## src/rtl/display_scheduler_if.sv

```systemverilog
// Display arbitration bus between the debug taps (master) and the round-robin scheduler (slave).
// Requests, source values and hold flow in; the one-hot grant and the registered display word flow out.
interface display_scheduler_if #(
  parameter int NUM_SRC = 4,
  parameter int PTR_W   = 2
);
  logic [NUM_SRC-1:0]    src_req;
  logic [16*NUM_SRC-1:0] src_data;
  logic                  hold;
  logic [NUM_SRC-1:0]    src_gnt;
  logic [15:0]           disp_data;
  logic [PTR_W-1:0]      disp_src;
  logic                  disp_blank;

  modport master (
    output src_req, src_data, hold,
    input  src_gnt, disp_data, disp_src, disp_blank
  );

  modport slave (
    input  src_req, src_data, hold,
    output src_gnt, disp_data, disp_src, disp_blank
  );
endinterface

```

## src/rtl/display_scheduler.sv

```systemverilog
// Round-robin owner of the 4-digit hex display; each requester is shown for DWELL_CYCLES, hold freezes rotation.
// Latency: grant 1 cycle after a request; disp_data 1 cycle after grant (DISP_SNAPSHOT_EN: captured with the grant).
module display_scheduler #(
  parameter int NUM_SRC      = 4,
  parameter int DWELL_CYCLES = 1000,
  parameter int PTR_W        = 2
) (
  input  logic                in_clk,
  input  logic                reset,
  display_scheduler_if.slave  bus
);
  localparam int CNT_W = (DWELL_CYCLES > 1) ? $clog2(DWELL_CYCLES) : 1;
  localparam int IDX_W = $clog2(NUM_SRC);
  localparam logic [CNT_W-1:0]   CNT_LAST = CNT_W'(DWELL_CYCLES - 1);
  localparam logic [NUM_SRC-1:0] GNT_ONE  = NUM_SRC'(1);
  localparam logic [PTR_W-1:0]   PTR_INIT = PTR_W'(NUM_SRC - 1);

  typedef enum logic {IDLE, SHOW} state_t;

  state_t           state;
  logic [PTR_W-1:0] ptr;
  logic [CNT_W-1:0] cnt;

  logic [15:0]      data_arr [NUM_SRC];
  logic             found;
  logic [PTR_W-1:0] winner;
  logic             do_search;
  int               idx;

  always_comb begin
    for (int i = 0; i < NUM_SRC; i++) begin
      data_arr[i] = bus.src_data[16*i +: 16];
    end
  end

  // Scan from ptr+NUM_SRC down to ptr+1 so the last hit is the first index in round-robin order.
  always_comb begin
    found  = 1'b0;
    winner = ptr;
    idx    = 0;
    for (int k = NUM_SRC; k >= 1; k--) begin
      idx = int'(ptr) + k;
      if (idx >= NUM_SRC) idx = idx - NUM_SRC;
      if (bus.src_req[IDX_W'(idx)]) begin
        found  = 1'b1;
        winner = PTR_W'(idx);
      end
    end
  end

  // ptr equals the current owner in SHOW; an owner drop forces a search even under hold.
  always_comb begin
    do_search = 1'b1;
    if (state == SHOW) begin
      do_search = !bus.src_req[IDX_W'(ptr)] || (!bus.hold && (cnt == CNT_LAST));
    end
  end

  always_ff @(posedge in_clk or posedge reset) begin
    if (reset) begin
      state          <= IDLE;
      ptr            <= PTR_INIT;
      cnt            <= '0;
      bus.src_gnt    <= '0;
      bus.disp_data  <= 16'h0000;
      bus.disp_src   <= '0;
      bus.disp_blank <= 1'b1;
    end else begin
`ifndef DISP_SNAPSHOT_EN
      if (state == SHOW) begin
        bus.disp_data <= data_arr[IDX_W'(ptr)];
      end
`endif
      if (do_search) begin
        if (found) begin
          state          <= SHOW;
          ptr            <= winner;
          cnt            <= '0;
          bus.src_gnt    <= GNT_ONE << winner;
          bus.disp_src   <= winner;
          bus.disp_blank <= 1'b0;
`ifdef DISP_SNAPSHOT_EN
          bus.disp_data  <= data_arr[IDX_W'(winner)];
`endif
        end else begin
          state          <= IDLE;
          bus.src_gnt    <= '0;
          bus.disp_blank <= 1'b1;
        end
      end else if (!bus.hold) begin
        cnt <= cnt + 1'b1;
      end
    end
  end
endmodule

```

## src/flat_wrapper.sv

```systemverilog
// flat-port wrapper written by rule: the top's interface ports become plain ports
module display_scheduler_flat 
#(
  parameter int NUM_SRC      = 4,
  parameter int DWELL_CYCLES = 1000,
  parameter int PTR_W        = 2
)
  (in_clk, reset, bus_src_req, bus_src_data, bus_hold, bus_src_gnt, bus_disp_data, bus_disp_src, bus_disp_blank);
  display_scheduler_if #(.NUM_SRC(NUM_SRC), .PTR_W(PTR_W)) bus_i ();
  input  logic in_clk;
  input  logic reset;
  input wire logic [$bits(bus_i.src_req)-1:0] bus_src_req;
  input wire logic [$bits(bus_i.src_data)-1:0] bus_src_data;
  input wire logic [$bits(bus_i.hold)-1:0] bus_hold;
  output wire logic [$bits(bus_i.src_gnt)-1:0] bus_src_gnt;
  output wire logic [$bits(bus_i.disp_data)-1:0] bus_disp_data;
  output wire logic [$bits(bus_i.disp_src)-1:0] bus_disp_src;
  output wire logic [$bits(bus_i.disp_blank)-1:0] bus_disp_blank;
  assign bus_i.src_req = bus_src_req;
  assign bus_i.src_data = bus_src_data;
  assign bus_i.hold = bus_hold;
  assign bus_src_gnt = bus_i.src_gnt;
  assign bus_disp_data = bus_i.disp_data;
  assign bus_disp_src = bus_i.disp_src;
  assign bus_disp_blank = bus_i.disp_blank;
  display_scheduler #(.NUM_SRC(NUM_SRC), .DWELL_CYCLES(DWELL_CYCLES), .PTR_W(PTR_W)) u_core (.in_clk(in_clk), .reset(reset), .bus(bus_i));
endmodule
```

## config.mk

```make
export PLATFORM = sky130hd
export DESIGN_NAME = display_scheduler_flat
export DESIGN_NICKNAME = d
export VERILOG_FILES = /design/src/rtl/display_scheduler_if.sv /design/src/rtl/display_scheduler.sv /design/src/flat_wrapper.sv
export SDC_FILE = /design/constraint.sdc
export NUM_CORES = 1
export LEC_CHECK = 0
export ABC_AREA = 0
export BUFFER_PORTS_ARGS = -buffer_cell sky130_fd_sc_hd__buf_2
export CAP_MARGIN = 20
export CORE_MARGIN = 10
export CORE_UTILIZATION = 45
export DETAILED_ROUTE_END_ITERATION = 10
export GPL_ROUTABILITY_DRIVEN = 0
export PLACE_DENSITY = 0.85
export SLEW_MARGIN = 10
export SYNTH_ARGS = -nofsm -noshare
export SYNTH_HDL_FRONTEND = slang
export SYNTH_SLANG_ARGS = --single-unit
```

## constraint.sdc

```tcl
create_clock -name in_clk -period 2.63 [get_ports in_clk]
set_clock_uncertainty 0.2 [all_clocks]
set_input_delay 0.263 -clock in_clk [delete_from_list [all_inputs] [get_ports in_clk]]
set_output_delay 0.263 -clock in_clk [all_outputs]
set_load 0.01 [all_outputs]
```

# == Word-level counts from Yosys, hierarchy flattened ==
# Index checks and enable logic that the tools add are counted.
# Widths: inputs -> output; s select.
# word_totals
regBits,36
elab_cells,73
# classes
add_sub_neg,9
reduce_logical,6
mux,36
bitwise_logic,1
shifts,1
n_eq_ne,3
order_cmp,10
# ops
op,n
$bmux 16 s2,1
$mux 16,2
$mux 10,3
$lt 2x4->1 const B,4
$mux 1,16
$mux 2,8
$ge 3x3->1 const B,4
$add 10x1->10 const B,1
$bmux 1 s2,5
$eq 10x10->1 const B,1
$sub 2x1->2 const B,4
$add 2x2->3 const B,2
$add 2x3->4 const B,1
$ge 4x3->1 const B,1
$mux 4,1
$ne 2x1->1 const B,2
$reduce_and 2->1,2
$shl 1x2->4 const A,1
$add 2x1->3 const B,1
$lt 2x3->1 const B,1
$not 2->3,1
$logic_not 1->1,2
$logic_and 1x1->1,1
$logic_or 1x1->1,1

# == Longest topological paths before layout ==
# Gate-level depths: netlist of run 1.
# logic_depth
ltp_word,12
depth_mapped,7

# == Worst setup path before layout of run 1 ==
# OpenSTA, ideal clock, no wires.
# synth_timing
kind,register -> register
start,register u_core.ptr[1]
end,register u_core.bus.disp_src[0]
setup_slack_ps,353
arrival_ps,1952
path_stages_with_launch,7
setup_time_ps,125
path_buffers,2
period_less_slack_ps,2277
cell_sequence,dfstp_2 -> buf_6 -> mux4_2 -> and2_4 -> buf_6 -> a21oi_2 -> mux2_2
# synth_via
elab_chain_len,11
elab_cells_between_ends,42
# synth_rtl
item,line_no,text
start: declaration,display_scheduler.sv:21,logic [PTR_W-1:0] ptr;
start signal: assignment,display_scheduler.sv:77,ptr <= winner;
$add 2x3->4,display_scheduler.sv:42,idx = int'(ptr) + k;
$ge 4x3->1 or $sub 2x1->2 (tied branches),display_scheduler.sv:43,if (idx >= NUM_SRC) idx = idx - NUM_SRC;
$mux 2,display_scheduler.sv:43,
$bmux 1 s2,display_scheduler.sv:44,if (bus.src_req[IDX_W'(idx)]) begin
$mux 1 (implied by the code) (2 in series),display_scheduler.sv:44,
$mux 1 (4 in series),display_scheduler.sv:44,
$reduce_and 2->1 (no line),n/a,
end signal: assignment,display_scheduler.sv:80,bus.disp_src <= winner;
end: declaration,display_scheduler_if.sv:22,"output src_gnt, disp_data, disp_src, disp_blank"
# Several ways; a longest one is shown, not always the timed one. The select of a mux whose other input is x is not followed.
# A chain may end at the register's enable or synchronous reset.

# == Worst setup path after layout of run 1 ==
# layout_timing
start,register u_core.cnt[0]
end,register u_core.bus.disp_src[1]
# layout_via
elab_chain_len,5
# layout_rtl
item,line_no,text
start: declaration,display_scheduler.sv:22,logic [CNT_W-1:0] cnt;
start signal: assignment,display_scheduler.sv:91,cnt <= cnt + 1'b1;
$eq 10x10->1,display_scheduler.sv:55,do_search = !bus.src_req[IDX_W'(ptr)] || (!bus.hold && (cnt == CNT_LAST));
$logic_and 1x1->1,display_scheduler.sv:55,
$logic_or 1x1->1,display_scheduler.sv:55,
$mux 1,display_scheduler.sv:54,if (state == SHOW) begin
$reduce_and 2->1 (no line),n/a,
# No other way between the ends.

==> metrics, run 1 <==
status=finished, final reports clean; number of distinct library cells after synthesis=44; DP Cell Count=slightly above 300; Setup Buffers After CTS=0; headroom to the max-slew limit=60.8%; Int Pwr=1.64 mW; Leak=about 1.3 nW; Antenna Cells=0; vias in the first global route=2021; DR iter-0 viols=139; post-synthesis cell area=~0.0021 mm²; maximum vdd drop=0.483 mV; Setup Crit Path Kind=reg2reg; I/O pin cnt=94; PwrDens=between 900 and 1000 mW/mm²; fraction of layout cells with a size suffix above 1=a little under 60%; switching portion of total power=between 30% and 40%; pin count of the biggest net entering global routing=37; DR vias=between 1500 and 2000; Routed wire per std cell=about 20 µm; Final setup viols=0; nets=330; syn avg cell area=about 13 µm²; crit share post-route=between 80 and 90%; Crit. End Element=flip-flop; buffer depth of the longest clock path=2; Main synth FF type=dfrtp_1; Hold Path Class=in2reg; # rows=24; Arr. time, crit path=2.27 ns; Clk pin slew, worst setup/hold paths=~0.08 ns; Detailed Route WL=about 6000 µm; Clock Latency Late Sink=0.30 ns; net switching power=0.944 mW; asr flop ratio synth=100%; register area share after synthesis=between 40% and 50%; sequential share of power=approximately 34%; Final Max Tran Viols=0; FF+latch count, synth=36; 1st-pass router iterations=5; setup_tns=0 ns; Hold Vio Cnt, Final=0; Synth Net Count=234; worst-margin pin slew=between 0.5 and 0.6 ns; DRT antenna net count=0; DRC=0; Logic pwr share=roughly half; number of synthesized flops with an enable pin=0; CTS tree=yes; post-route insts no fill=around 310; Max Clock Freq=~440 MHz; gr ovfl total=0; Die Wd=a little under 90 µm; final period demand of the worst path=about 2.3 ns; antenna violations before repair=0; CTS Buf Count=5; GRT Total Usage=~17%; Yosys warning count=0; Crit Path Max Fanout=7; RSZ-0062 raised after global routing=false; CTS H-Tree Depth=2; Via density=slightly below 6; clock share of power=between 10% and 20%; CP required=2.62 ns; DP Worst Slack=approximately 0.38 ns; die area=approximately 0.0078 mm²; final core occ=about three fifths; HPWL Detailed=between 4000 and 5000 µm; Max Cap Viol=0; first-pass GRT wire length=about 10000 µm; TritonCTS Sinks=36; Die Y=88.0 µm; Post-Syn Instances=~160; area delta synth->final=29.7%; Port Buffer Count=a little over 90; Setup crit start kind=flip-flop; core area=about 0.0044 mm²; CTS Root Cell=clkbuf_8; starting density of the core=between 40% and 50%; fin worst setup slack=between 0.3 and 0.4 ns
-- power groups by stage --
stage          Clock [mW]  Combinational (mW)  Sequential (mW)
2_1_floorplan           0               0.851            0.958
3_3_place_gp            0                1.25            0.873
3_5_place_dp            0                1.31            0.884
4_1_cts             0.426                1.32            0.874
5_1_grt             0.447                1.42            0.899
6_report            0.414                1.29            0.873
-- final timing paths --
path	from	to	slack, ns	cells past startpoint
worst max-delay path	u_core.cnt[0]	u_core.bus.disp_src[1]	0.36	5
worst min-delay path	bus_hold	u_core.cnt[0]	0.04	2
worst max register to register	u_core.cnt[0]	u_core.bus.disp_src[1]	0.36	5
worst min register to register	u_core.cnt[8]	u_core.cnt[8]	0.30	1
max in group asynchronous	reset	u_core.ptr[1]	1.46	4
min in group asynchronous	reset	u_core.bus.disp_data[13]	0.41	4
-- layout by cell type (no fill, tap or decap), types with 2 or more instances in the layout --
master	instances
nor3_1	4
dfrtp_1	33
nor2_1	3
and4b_1	2
nand3_1	7
o41ai_1	2
mux2_2	20
clkinvlp_4	2
mux4_2	17
a31oi_1	10
a41o_1	2
buf_2	93
nand3b_1	4
buf_4	6
and2_4	2
nand2_1	7
clkbuf_8	5
dfstp_2	3
or4_1	3
and3_1	2
a21o_1	2
inv_1	7
-- synth_stat cells, drive strengths merged (2+ instances only) --
library cell | instances | area share, %
a21oi | 2 | 0.66
a31oi | 10 | 3.0
nor2 | 3 | 0.54
clkbuf | 6 | 1.1
a21o | 2 | 0.72
and4b | 2 | 0.96
or4 | 3 | 1.1
and3 | 2 | 0.60
mux4 | 17 | 18
nor3 | 4 | 0.96
nand3b | 4 | 1.4
dfstp | 3 | 3.8
inv | 7 | 1.3
dfrtp | 33 | 40
and2 | 2 | 0.84
o41ai | 2 | 0.84
nand3 | 7 | 1.7
buf | 5 | 1.7
nand2 | 7 | 1.3
mux2 | 20 | 11
a41o | 2 | 0.96
-- per-stage QoR --
| stage | total power [mW] | hold slack (ns) | area, µm² |
|---|---|---|---|
| 2_1_floorplan | 1.81 | 0.160 | 2080 |
| 3_3_place_gp | 2.13 | 0.192 | 2600 |
| 3_5_place_dp | 2.20 | 0.211 | 2600 |
| 4_1_cts | 2.62 | 0.0414 | 2700 |
| 5_1_grt | 2.76 | 0.0552 | 2700 |
| 6_report | 2.58 | 0.0365 | 2700 |
-- cell families after synthesis --
| group | after synthesis | synth area share, % |
|---|---|---|
| DFF | 36 | 43.4 |
| adders and majority gates | 1 | 0.601 |
| muxes | 38 | 29.7 |
| buffers and inverters | 18 | 4.08 |
| AOI/OAI and AO/OA | 28 | 10.0 |
| and+or+nand+nor | 41 | 12.2 |
-- flip-flops by register name, indices dropped and copies added (netlist names) --
signal / flops
u_core.bus.disp_data: 16
u_core.ptr: 2
u_core.bus.disp_blank: 1
u_core.cnt: 10
u_core.bus.disp_src: 2
u_core.state: 1
u_core.bus.src_gnt: 4
-- per-layer routing --
metal	global-route usage (%)	vias to the layer above	share of wire, %
met5	0	-	0
met4	6.85	0	1.6
met3	5.57	9	9.6
met2	29.6	88	53
met1	17.6	908	36
li1	-	831	-
-- final cells by class --
| class | count | area, µm² |
|---|---|---|
| sequential | 36 | 905 |
| clock buffer | 5 | 68.8 |
| fill | 384 | 1710 |
| multi-input combinational | 108 | 1090 |
| tap | 52 | 65.1 |
| timing repair buffer | 100 | 520 |
| clock inverter | 3 | 23.8 |
| inverter | 7 | 26.3 |
-- timing repair --
action,4_1_cts,5_1_grt
resized for setup,0,0
hold endpoints to repair,33,0
hold buffers,1,0
-- critical path, stage by stage (launching register included) --
cell and delay (ns):
dfrtp_1 0.41, ha_1 0.22, nand4bb_1 0.12, or4_1 0.56, a21oi_2 0.30, mux2_2 0.36
No activity file was read; power rests on OpenSTA's default activity.
==> inputs of run 2 (changes only) <==
Settings changed: CORE_ASPECT_RATIO from default to 1.4.
==> metrics, run 2 (same netlist as run 1, synthesis figures left out) <==
first-pass GRT wire length=9430 µm; RSZ-0062 raised after global routing=false; buffer depth of the longest clock path=2; starting density of the core=between 40% and 50%; CTS tree=yes; maximum vdd drop=between 0.5 and 0.6 mV; Setup Crit Path Kind=reg2reg; DRC=0; # rows=29; most frequent cells in the layout=buf_2, dfrtp_1, mux2_2; Hold Vio Cnt, Final=0; Setup crit start kind=flip-flop; headroom to the max-slew limit=between 50% and 60%; HPWL Detailed=approximately 4700 µm; Crit. End Element=flip-flop; 1st-pass router iterations=4; DRT antenna net count=0; Max Cap Viol=0; PwrDens=around 930 mW/mm²; CTS Buf Count=5; setup_tns=0 ns; area delta synth->final=29.6%; Clock Latency Late Sink=about 0.29 ns; fraction of layout cells with a size suffix above 1=between 50 and 60%; nets=330; DR vias=roughly 1800; Hold Path Class=in2reg; Via density=around 5.6; Max Clock Freq=between 400 and 500 MHz; DP Worst Slack=about 0.4 ns; Antenna Cells=0; Arr. time, crit path=2.20 ns; Setup Buffers After CTS=0; crit share post-route=between 80% and 90%; gr ovfl total=0; GRT Total Usage=15.1%; Die Wd=77.5 µm; core area=around 0.0045 mm²; vias in the first global route=2094; TritonCTS Sinks=36; antenna violations before repair=0; biggest registers after layout=u_core.bus.disp_data: 16 flops, u_core.cnt: 10 flops, u_core.bus.src_gnt: 4 flops; CP required=between 2 and 3 ns; Detailed Route WL=5810 µm; fillers=419; Die Y=approximately 100 µm; status=finished, final reports clean; Routed wire per std cell=about 18 µm; CTS H-Tree Depth=2; max FFs per register=16; Final Max Tran Viols=0; DR iter-0 viols=roughly 150; worst-margin pin slew=between 0.6 and 0.7 ns; final period demand of the worst path=about 2.2 ns; Leak=about 1.3 nW; commonest non-fill, non-tap cell in the layout=buf_2; fin worst setup slack=a little over 0.4 ns; die area=0.00779 mm²; pin count of the biggest net entering global routing=37; Crit Path Max Fanout=19; Multi-input gate area=between 0.001 and 0.0015 mm²; Register Area=just over 900 µm²; Port Buffer Count=93; Clk pin slew, worst setup/hold paths=around 0.070 ns; register name with the most flops=u_core.bus.disp_data; Final setup viols=0; CTS Root Cell=clkbuf_8; I/O pin cnt=94
==> run 2: changes by cell type in the layout (fill, tap and decap cells not counted), sizes merged <==
| cell | before | now |
|---|---|---|
| clkinvlp | 2 | 0 |
| clkbuf | 5 | 6 |
==> run 2: layer usage <==
metal / GRT usage [%] / vias up / share of wire (%)
met5: 0 / - / 0
met4: 6.90 / 0 / 2.7
met3: 6.70 / 13 / 8.6
met2: 26.8 / 87 / 53
met1: 14.6 / 877 / 35
li1: - / 826 / -
==> run 2: final cells by class <==
class                   count  area share [%]
multi-input cells         108            40.5
flip-flops and latches     36            33.5
repair buffers            100            19.3
well taps                  62            2.87
clock buffers               6            2.69
inverters                   7           0.973
clock inverters             1           0.185
==> run 2: final timing paths <==
kind	slack [ns]	depth (start not counted)	from	endpoint
setup / recovery	0.40	4	u_core.ptr[1]	u_core.bus.disp_src[1]
hold / removal	0.08	2	bus_hold	u_core.cnt[0]
max in group asynchronous	1.45	4	reset	u_core.ptr[1]
setup reg to reg	0.40	4	u_core.ptr[1]	u_core.bus.disp_src[1]
min in group asynchronous	0.43	4	reset	u_core.cnt[3]
hold reg to reg	0.31	1	u_core.bus.disp_data[9]	u_core.bus.disp_data[9]
==> run 2: critical path, stage by stage, from the launching register on <==
cell	delay, ns
dfstp_2	0.54
mux4_2	0.52
and2_4	0.25
a21oi_2	0.25
mux2_2	0.37
==> run 2: power breakdown <==
part           internal (mW)  total, mW  leakage [nW]  switching, mW
logic                  0.678       1.27         0.800          0.596
clock network          0.180      0.366        0.0410          0.186
registers              0.769      0.876         0.441          0.107
==> run 2: stage by stage <==
| stage | util [%] | hold WS [ns] | total power, mW | std cells | area (µm²) |
|---|---|---|---|---|---|
| final | 60.0 | 0.0792 | 2.52 | 320 | 2700 |
| after global routing | 60.0 | 0.0751 | 2.71 | 320 | 2700 |
| after CTS | 60.0 | 0.0648 | 2.56 | 320 | 2700 |
| after detailed placement | 58.1 | 0.198 | 2.19 | 312 | 2610 |
| after global placement | 58.1 | 0.192 | 2.13 | 312 | 2610 |
| after floorplan | - | 0.160 | 1.81 | 162 | 2080 |
==> run 2: repair_timing <==
action | CTS | global route
gates resized for setup | 0 | 0
hold buffers | 1 | 0
endpoints found under the hold margin | 33 | 0
==> inputs of run 3 (changes only) <==
Settings changed: CORE_UTILIZATION 45 to 42, PLACE_DENSITY 0.85 to 0.84.
Clock period 2.63 ns to 1.9 ns, I/O delays scaled along.
==> metrics, run 3 (same netlist as run 1, synthesis figures left out) <==
Hold Vio Cnt, Final=0; register name with the most flops=u_core.bus.disp_data; CTS tree=yes; Final Max Tran Viols=0; antenna violations before repair=0; first-pass GRT wire length=9850 µm; worst-margin pin slew=0.456 ns; Arr. time, crit path=approximately 2.1 ns; status=complete, but fails checks; GRT Total Usage=15.2%; final instance area=~0.0031 mm²; CP required=1.92 ns; Power, Total=about 4.1 mW; most frequent cells in the layout=buf_2, dfrtp_1, buf_4; Worst path top cell family by delay=multiplexers; Max Cap Viol=0; Setup Crit Path Kind=reg2reg; CTS H-Tree Depth=2; Max Clock Freq=between 400 and 500 MHz; fillers=365; sequential share of power=around 30%; TritonCTS Sinks=36; I/O pin cnt=94; commonest non-fill, non-tap cell in the layout=buf_2; slowest CP cell=dfstp_2; Via density=around 5.6; starting density of the core=between 40 and 50%; switching portion of total power=around 36%; DP Area=0.00281 mm²; HPWL Detailed=4940 µm; PwrDens=1330 mW/mm²; Crit. End Element=flip-flop; Leak=1.48 nW; post-route insts no fill=345; Final setup viols=19; Register Area=around 900 µm²; Antenna Cells=0; Worst Path Buf+Inv=0; CP cell instances=mux4_2 -> and2_4 -> a21oi_4 -> mux2_2; buffer depth of the longest clock path=2; final period demand of the worst path=2.10 ns; clock share of power=roughly an eighth; maximum vdd drop=between 0.7 and 0.8 mV; failing checks=negative setup slack; RSZ-0062 raised after global routing=true; final hold slack=0.0652 ns; area delta synth->final=48.0%; headroom to the max-slew limit=69.6%; die area=~0.0082 mm²; Die Y=103 µm; Int Pwr=between 2 and 3 mW; 1st-pass router iterations=4; Setup crit start kind=flip-flop; crit share post-route=111%; fraction of layout cells with a size suffix above 1=about two thirds; Hold Path Class=in2reg; CTS Root Cell=clkbuf_8; # rows=30; DRT antenna net count=0; Clk pin slew, worst setup/hold paths=about 0.07 ns; DR vias=1945; max FFs per register=16; Crit Path Max Fanout=4; CTS Buf Count=5; vias in the first global route=between 2000 and 2500; Logic pwr share=a little under three fifths; DR iter-0 viols=119; gr ovfl total=0; max incr delay on CP=approximately 0.56 ns; nets=around 350; net switching power=about 1.5 mW; biggest registers after layout=u_core.bus.disp_data: 16 flops, u_core.cnt: 10 flops, u_core.bus.src_gnt: 4 flops; DP Cell Count=approximately 330; Multi-input gate area=between 0.001 and 0.0015 mm²; DRC=0; Port Buffer Count=93; setup_tns=-3.09 ns; fin worst setup slack=-0.200 ns; Die Wd=between 70 and 80 µm; core area=around 0.0048 mm²; pin count of the biggest net entering global routing=37; Clock Latency Late Sink=0.29 ns; Detailed Route WL=6620 µm; Routed wire per std cell=19.2 µm
[run 3: cell types whose count changed in the layout (fill, tap and decap cells not counted), moves of 2 or more]
cell,previous run,this run
buf_12,0,2
a31oi_4,0,3
mux2_2,20,15
buf_6,0,6
o41ai_2,0,2
buf_4,6,19
nand2_4,0,2
nand2_1,7,5
a31oi_1,10,6
mux2_4,0,5
o41ai_1,2,0
[run 3: through the flow]
| step | util [%] | setup slack (ns) |
|---|---|---|
| floorplan | - | -0.331 |
| global placement | 57.9 | -0.165 |
| detailed placement | 57.9 | -0.198 |
| CTS | 60.8 | -0.201 |
| global route | 63.7 | -0.259 |
| finish | 63.7 | -0.200 |
[run 3: cell type report]
| class | count | share of cell area (%) |
|---|---|---|
| Clock buffer | 5 | 2.23 |
| Clock inverter | 3 | 0.609 |
| Inverter | 7 | 0.852 |
| Multi-Input combinational cell | 108 | 40.3 |
| Sequential cell | 36 | 29.3 |
| Tap cell | 64 | 2.60 |
| Timing Repair Buffer | 122 | 24.0 |
[run 3: worst register-to-register path, delay by kind of cell (launching register included)]
family | cells | cell delay (ns)
simple gates | 1 | 0.18
mux | 2 | 0.89
flops | 1 | 0.56
compound gates | 1 | 0.20
[run 3: worst paths after layout]
kind,cells after the start,end,slack (ns),start
worst max-delay path,4,u_core.ptr[0],-0.20,u_core.ptr[1]
worst max register to register,4,u_core.ptr[0],-0.20,u_core.ptr[1]
worst min-delay path,3,u_core.cnt[0],0.07,bus_hold
worst min register to register,1,u_core.bus.disp_data[0],0.30,u_core.bus.disp_data[0]
min in group asynchronous,4,u_core.bus.disp_data[9],0.36,reset
max in group asynchronous,4,u_core.ptr[0],0.79,reset
[run 3: power by group through the flow]
stage / registers, mW / clock network [mW] / logic, mW
floorplan: 1.33 / 0 / 1.23
global placement: 1.21 / 0 / 1.97
detailed placement: 1.23 / 0 / 2.05
CTS: 1.21 / 0.558 / 2.16
global route: 1.25 / 0.587 / 2.50
finish: 1.22 / 0.538 / 2.33
[run 3: per-layer routing]
metal  part of all wire (%)  GRT usage [%]  routed length (µm)
met1                     37           15.3                2430
met4                    1.4           6.78                  93
met3                    8.6           6.06                 570
met2                     53           26.8                3520
met5                      0              0                   0
[run 3: what timing repair did]
action,in CTS,in global routing
setup endpoints to repair,19,23
endpoints found under the hold margin,33,0
gates cloned,0,0
gates resized for setup,7,22
setup buffers,2,1
hold buffers,1,0
pin swaps,5,2
